<file path="config.mk">
export PLATFORM = sky130hd
export DESIGN_NAME = multi_change_detector
export DESIGN_NICKNAME = d
export VERILOG_FILES = /design/src/rtl/multi_change_detector_pkg.sv /design/src/rtl/multi_change_detector_filter.sv /design/src/rtl/multi_change_detector.sv
export SDC_FILE = /design/constraint.sdc
export NUM_CORES = 1
export LEC_CHECK = 0
export ABC_CLOCK_PERIOD_IN_PS = 3450
export CELL_PAD_IN_SITES_DETAIL_PLACEMENT = 1
export CELL_PAD_IN_SITES_GLOBAL_PLACEMENT = 1
export CORE_MARGIN = 2
export CORE_UTILIZATION = 43
export DETAILED_ROUTE_END_ITERATION = 16
export GPL_ROUTABILITY_DRIVEN = 1
export PLACE_DENSITY_LB_ADDON = 0.25
export SETUP_SLACK_MARGIN = 0.4
export SLEW_MARGIN = 0
export SYNTH_ARGS = -nofsm -noshare
export SYNTH_HDL_FRONTEND = slang
export SYNTH_SLANG_ARGS = --single-unit
</file>
<file path="constraint.sdc">
create_clock -name clk -period 3.45 [get_ports clk]
set_input_delay 1.035 -clock clk [delete_from_list [all_inputs] [get_ports clk]]
set_output_delay 1.035 -clock clk [all_outputs]
set_load 0.01 [all_outputs]
</file>
<file path="src/rtl/multi_change_detector_pkg.sv">
// Shared mode encoding and the commit qualification rule for the multi-channel
// change detector.
package elev_detect_pkg;

    localparam logic [1:0] MODE_ANY = 2'd0;
    localparam logic [1:0] MODE_INC = 2'd1;
    localparam logic [1:0] MODE_DEC = 2'd2;
    localparam logic [1:0] MODE_OFF = 2'd3;

    // Operand width of qualifies(); channel values are zero-extended into it.
    localparam int QUAL_W = 32;

    function automatic logic qualifies(input logic [1:0]        mode,
                                       input logic [QUAL_W-1:0] old_v,
                                       input logic [QUAL_W-1:0] new_v);
        case (mode)
            MODE_ANY: return 1'b1;
            MODE_INC: return new_v > old_v;
            MODE_DEC: return new_v < old_v;
            default:  return 1'b0;
        endcase
    endfunction

endpackage

</file>
<file path="src/rtl/multi_change_detector_filter.sv">
// One monitored channel: stability filter, mode qualification and the pending
// event record with its sticky overflow flag.
module change_filter_ch
    import elev_detect_pkg::*;
#(
    parameter int WIDTH         = 2,
    parameter int STABLE_CYCLES = 3
) (
    input  logic             clk,
    input  logic             rst,
    input  logic [WIDTH-1:0] in_val,
    input  logic [1:0]       mode,
    input  logic             load_clr,
    input  logic             clr_overflow,
    output logic             raw_diff,
    output logic             pending,
    output logic             overflow,
    output logic [WIDTH-1:0] rec_old,
    output logic [WIDTH-1:0] rec_new
);

    localparam int CNT_W = $clog2(STABLE_CYCLES + 1);
    localparam logic [CNT_W-1:0] CNT_TARGET = CNT_W'(STABLE_CYCLES);

    logic [WIDTH-1:0] stable_q, stable_d;
    logic [WIDTH-1:0] cand_q, cand_d;
    logic [CNT_W-1:0] count_q, count_d;
    logic             pending_q, pending_d;
    logic             overflow_q, overflow_d;
    logic [WIDTH-1:0] rec_old_q, rec_old_d;
    logic [WIDTH-1:0] rec_new_q, rec_new_d;

    logic [CNT_W-1:0] count_inc;
    logic             commit;
    logic             qual;
    logic             coalesce;

    always_comb begin
        stable_d  = stable_q;
        cand_d    = cand_q;
        count_d   = count_q;
        count_inc = '0;
        commit    = 1'b0;
        if (in_val == stable_q) begin
            count_d = '0;
        end else begin
            if (in_val == cand_q) begin
                count_inc = count_q + CNT_W'(1);
            end else begin
                cand_d    = in_val;
                count_inc = CNT_W'(1);
            end
            if (count_inc == CNT_TARGET) begin
                commit   = 1'b1;
                stable_d = in_val;
                count_d  = '0;
            end else begin
                count_d = count_inc;
            end
        end
    end

    assign qual = commit && qualifies(mode, QUAL_W'(stable_q), QUAL_W'(in_val));
    // A record being moved to the output slot this edge frees the entry, so a
    // simultaneous commit starts a fresh record instead of coalescing.
    assign coalesce = qual && pending_q && !load_clr;

    always_comb begin
        pending_d  = pending_q && !load_clr;
        rec_old_d  = rec_old_q;
        rec_new_d  = rec_new_q;
        if (qual) begin
            pending_d = 1'b1;
            rec_new_d = in_val;
            if (!coalesce) begin
                rec_old_d = stable_q;
            end
        end
        overflow_d = (overflow_q && !clr_overflow) || coalesce;
    end

    always_ff @(posedge clk) begin
        if (rst) begin
            stable_q   <= '0;
            cand_q     <= '0;
            count_q    <= '0;
            pending_q  <= 1'b0;
            overflow_q <= 1'b0;
            rec_old_q  <= '0;
            rec_new_q  <= '0;
        end else begin
            stable_q   <= stable_d;
            cand_q     <= cand_d;
            count_q    <= count_d;
            pending_q  <= pending_d;
            overflow_q <= overflow_d;
            rec_old_q  <= rec_old_d;
            rec_new_q  <= rec_new_d;
        end
    end

    assign raw_diff = (in_val != stable_q);
    assign pending  = pending_q;
    assign overflow = overflow_q;
    assign rec_old  = rec_old_q;
    assign rec_new  = rec_new_q;

endmodule

</file>
<file path="src/rtl/multi_change_detector.sv">
// Multi-channel debounced change detector: per-channel filters feed a
// round-robin arbiter that fills a single valid/ready output slot.
module multi_change_detector
    import elev_detect_pkg::*;
#(
    parameter int CHANNELS      = 4,
    parameter int WIDTH         = 2,
    parameter int STABLE_CYCLES = 3
) (
    input  logic                                            clk,
    input  logic                                            rst,
    input  logic [CHANNELS*WIDTH-1:0]                       in_bus,
    input  logic [1:0]                                      mode,
    input  logic                                            evt_ready,
    input  logic                                            clr_overflow,
    output logic                                            evt_valid,
    output logic [((CHANNELS > 1) ? $clog2(CHANNELS) : 1)-1:0] evt_chan,
    output logic [WIDTH-1:0]                                evt_old,
    output logic [WIDTH-1:0]                                evt_new,
    output logic [CHANNELS-1:0]                             raw_diff,
    output logic [CHANNELS-1:0]                             pending,
    output logic [CHANNELS-1:0]                             overflow
);

    localparam int CHW = (CHANNELS > 1) ? $clog2(CHANNELS) : 1;

    logic [WIDTH-1:0]    rec_old [CHANNELS];
    logic [WIDTH-1:0]    rec_new [CHANNELS];
    logic [CHANNELS-1:0] load_clr;

    logic             evt_valid_q, evt_valid_d;
    logic [CHW-1:0]   evt_chan_q, evt_chan_d;
    logic [WIDTH-1:0] evt_old_q, evt_old_d;
    logic [WIDTH-1:0] evt_new_q, evt_new_d;
    logic [CHW-1:0]   last_grant_q, last_grant_d;

    logic             grant_vld;
    logic [CHW-1:0]   grant_idx;
    logic [CHW-1:0]   cidx;
    int               cand_idx;
    logic             slot_free;
    logic             load;

    for (genvar c = 0; c < CHANNELS; c++) begin : g_ch
        change_filter_ch #(
            .WIDTH        (WIDTH),
            .STABLE_CYCLES(STABLE_CYCLES)
        ) u_filter (
            .clk         (clk),
            .rst         (rst),
            .in_val      (in_bus[c*WIDTH +: WIDTH]),
            .mode        (mode),
            .load_clr    (load_clr[c]),
            .clr_overflow(clr_overflow),
            .raw_diff    (raw_diff[c]),
            .pending     (pending[c]),
            .overflow    (overflow[c]),
            .rec_old     (rec_old[c]),
            .rec_new     (rec_new[c])
        );
        assign load_clr[c] = load && (grant_idx == CHW'(c));
    end

    // Round-robin: first pending channel strictly after the last grant, wrapping.
    always_comb begin
        grant_vld = 1'b0;
        grant_idx = '0;
        cand_idx  = 0;
        cidx      = '0;
        for (int k = 1; k <= CHANNELS; k++) begin
            cand_idx = int'(last_grant_q) + k;
            if (cand_idx >= CHANNELS) begin
                cand_idx = cand_idx - CHANNELS;
            end
            cidx = CHW'(cand_idx);
            if (!grant_vld && pending[cidx]) begin
                grant_vld = 1'b1;
                grant_idx = cidx;
            end
        end
    end

    assign slot_free = !evt_valid_q || evt_ready;
    assign load      = slot_free && grant_vld;

    always_comb begin
        evt_valid_d  = evt_valid_q;
        evt_chan_d   = evt_chan_q;
        evt_old_d    = evt_old_q;
        evt_new_d    = evt_new_q;
        last_grant_d = last_grant_q;
        if (slot_free) begin
            evt_valid_d = grant_vld;
        end
        if (load) begin
            evt_chan_d   = grant_idx;
            evt_old_d    = rec_old[grant_idx];
            evt_new_d    = rec_new[grant_idx];
            last_grant_d = grant_idx;
        end
    end

    always_ff @(posedge clk) begin
        if (rst) begin
            evt_valid_q  <= 1'b0;
            evt_chan_q   <= '0;
            evt_old_q    <= '0;
            evt_new_q    <= '0;
            last_grant_q <= CHW'(CHANNELS - 1);
        end else begin
            evt_valid_q  <= evt_valid_d;
            evt_chan_q   <= evt_chan_d;
            evt_old_q    <= evt_old_d;
            evt_new_q    <= evt_new_d;
            last_grant_q <= last_grant_d;
        end
    end

    assign evt_valid = evt_valid_q;
    assign evt_chan  = evt_chan_q;
    assign evt_old   = evt_old_q;
    assign evt_new   = evt_new_q;

endmodule

</file>
==> reports/metrics.yaml <==
synthCells: 318
cp_slowest_cell: "clkdlybuf4s50_1"
reg2reg_slack_ns: 1.26
area_growth_pct: 27.3
yosysSeqAreaShare: 0.389
p_total_mw: 1.45
grt_pass1_vias: 2547
grt-ovfl-total: 0
synth_xor_xnor_area_share: 0.0239
synth_area_sq_um: 2940
hold_violations: 0
r2r-end: "g_ch[1].u_filter.rec_old[0]"
post-route-period-util: 0.878
route.met3.wl_um: 174
worstPathCellList: "clkdlybuf4s50_1 -> ha_4 -> nand2_1 -> buf_2"
highest_layer: "met4"
final_cell_area_sq_um: 3740
hold_start: "g_ch[2].u_filter.count_q[1]"
max_freq_mhz: 330
leakagePower_nw: 1.50
dp_hpwl_um: 5340
place.gp.congestion: 0.794
drtAntennaViolNets: 0
grt_pass1_wl_um: 12500
cp-end-kind: "primary output"
setup_ws_ns: 0.420
routed_via_density: 5.42
rsz0062_at_grt: "false"
fp-row-count: 30
drv_cap: 0
design.core.area_sq_um: 6720
start_util: 0.437
ios: 33
p_per_area_nw_per_um2: 387
critPathKind: "in -> out"
syn_avg_cell_area_sq_um: 9.23
clk_latency_ns: 0.33
synth-seq-cells: 57
synth_top_family_by_area: "simple AND/OR/NAND/NOR gates"
post_drt_wl_per_cell_um: 16.4
path_clk_slew_ns: 0.06
synth_nets: 340
vdd_drop_max_mv: 0.189
dieArea_sq_um: 7510
slew_viol_final: 0
slew_headroom: 0.573
synth_top_area_share: 0.389
synth_cell_type_count: 49
dr.pass1.iters: 4
m1WireLength_um: 3420
hold_path.class: "reg -> reg"
crit_arrival_ns: 1.99
grt_max_degree: 28
wl_met2_um: 3730
placed_cell_area_sq_um: 3420
drt-initial-drc-count: 96
critPathLaunchType: "input port"
grt_use_total: 0.215
drive_gt1_frac: 0.208
drt-total-wl_um: 7450
synth.area.top_cells: "dfxtp_1 (39%), mux2i_1 (7.5%), nor2_1 (4.5%), nand2b_1 (4.0%), a21oi_1 (3.6%)"
worst_ep_required_time_ns: 2.41
reg2regPathDepth: 10
synth_fa_ha_area_frac: 0.0341
cpPeakStageDelay_ns: 0.47
run_status: "finished clean"
num_vias: 2465
regToRegStartpoint: "g_ch[1].u_filter.stable_q[1]"
hold_buffers: 0
synth_compound_area_frac: 0.137
utilization: 0.556
cp_top_family: "buffers and inverters"
n_antenna_cell: 0
cts_tree: "done"
die_w_um: 86.6
cts_sinks: 57
antenna_found_initial: 0
holdPathEnd: "g_ch[2].u_filter.count_q[1]"
drc: 0
yosysTopAreaCell: "dfxtp_1"
min_period_ns: 3.03
pre_cts_slack_ns: -0.110
setup_viol: 0
cp.buffers_inverters: 2
path_max_fanout: 2
fin_skew_ns: 0.00819
h-tree-depth: 3
hold_depth: 1
cts_root_buf: "clkbuf_8"
clockBufferDepth: 2
tightest_slew_ns: 0.640
numCtsBuffers: 9
nets: 392
ys_warn_count: 0
synth_simple_gate_area_frac: 0.240
die_y_um: 86.6
port_buffers: 32
synthMuxAreaShare: 0.108
[repair_timing]
action	in CTS	in global routing
buffers inserted	3	0
pin swaps	8	3
resized for setup	25	12
endpoints found under the setup margin	4	14
[final cells by class]
class | count | area, sq um
Clock buffer | 13 | 149
Clock inverter | 3 | 40.0
Fill cell | 765 | 2980
Inverter | 9 | 33.8
Multi-Input combinational cell | 227 | 1720
Sequential cell | 57 | 1140
Tap cell | 80 | 100
Timing Repair Buffer | 66 | 554
[cells by family after synthesis]
group | count (synthesis)
AO/OA/AOI/OAI | 57
XOR/XNOR | 8
adder cells (fa/ha/maj) | 8
buffers and inverters | 34
flip-flops | 57
multiplexers | 26
AND/OR/NAND/NOR | 128
[worst max-delay path by stage]
stage / from / end / slack, ns / depth (start not counted)
global placement: in_bus[4] / raw_diff[2] / -0.08 / 5
floorplan: in_bus[4] / g_ch[2].u_filter.rec_old[0] / 0.72 / 8
CTS: in_bus[0] / raw_diff[0] / 0.35 / 5
global route: in_bus[5] / raw_diff[2] / 0.39 / 4
detailed placement: in_bus[0] / raw_diff[0] / -0.11 / 5
finish: in_bus[5] / raw_diff[2] / 0.42 / 4
[cells in the final DEF, fill, tap and decap left out, drive strengths merged, types with 5 or more instances in the layout]
cell	netlist	layout
dfxtp	57	57
buf	19	39
nor2	35	35
nand2	27	27
mux2i	22	22
a21oi	22	22
clkdlybuf4s50	0	21
nand2b	20	20
nor2b	14	14
clkbuf	6	13
inv	9	9
nand3	8	8
ha	8	8
o311ai	7	7
o21a	6	6
o21ai	5	5
nor3	5	5
[report_power, final]
| part | switching (mW) | internal, mW |
|---|---|---|
| combinational | 0.0772 | 0.0711 |
| clock | 0.266 | 0.352 |
| sequential | 0.00958 | 0.671 |
| total | 0.353 | 1.09 |
[synth_stat cells (all sizes together)]
cell / n
nand4: 2
ha: 8
a211o: 2
or2b: 1
nor2: 35
nand3: 8
o32ai: 1
buf: 19
nor3: 5
nor4b: 3
mux4: 4
nand2: 27
xnor2: 4
a22o: 4
o311ai: 7
mux2i: 22
a21boi: 2
a31oi: 1
nor3b: 3
nand2b: 20
o31ai: 3
or2: 1
dfxtp: 57
and4b: 1
nor4bb: 3
or4: 4
o21a: 6
o21bai: 1
a211oi: 2
nor2b: 14
o21ai: 5
o31a: 1
xor2: 4
clkbuf: 6
or3: 1
a21oi: 22
inv: 9
[sequential cells by signal, summed over array words and instances (netlist names)]
register,cells
g_ch.u_filter.rec_new,8
g_ch.u_filter.stable_q,8
last_grant_q,2
evt_new,2
g_ch.u_filter.rec_old,8
evt_valid,1
g_ch.u_filter.pending,4
evt_chan,2
evt_old,2
g_ch.u_filter.count_q,8
g_ch.u_filter.overflow,4
g_ch.u_filter.cand_q,8
[stage by stage]
stage / TNS [ns] / hold WS [ns] / instances
6_report: 0 / 0.441 / 455
5_1_grt: 0 / 0.465 / 455
4_1_cts: 0 / 0.445 / 455
3_5_place_dp: -0.371 / 0.436 / 436
3_3_place_gp: -0.242 / 0.427 / 436
2_1_floorplan: 0 / 0.413 / 318
[worst register-to-register path: cells and delay by family (launching register included)]
| family | cells | cell delay [ns] |
|---|---|---|
| fa+ha+maj | 1 | 0.24 |
| simple gates | 2 | 0.36 |
| flops | 1 | 0.35 |
| mux | 1 | 0.21 |
| buf+inv | 4 | 0.40 |
| compound gates | 2 | 0.57 |
[routing by layer]
layer  global-route usage  vias up
li1                     -     1215
met1                0.273     1204
met2                0.364       36
met3               0.0390       10
met4               0.0838        0
met5                    0        -
(Power assumes the default switching activity.)
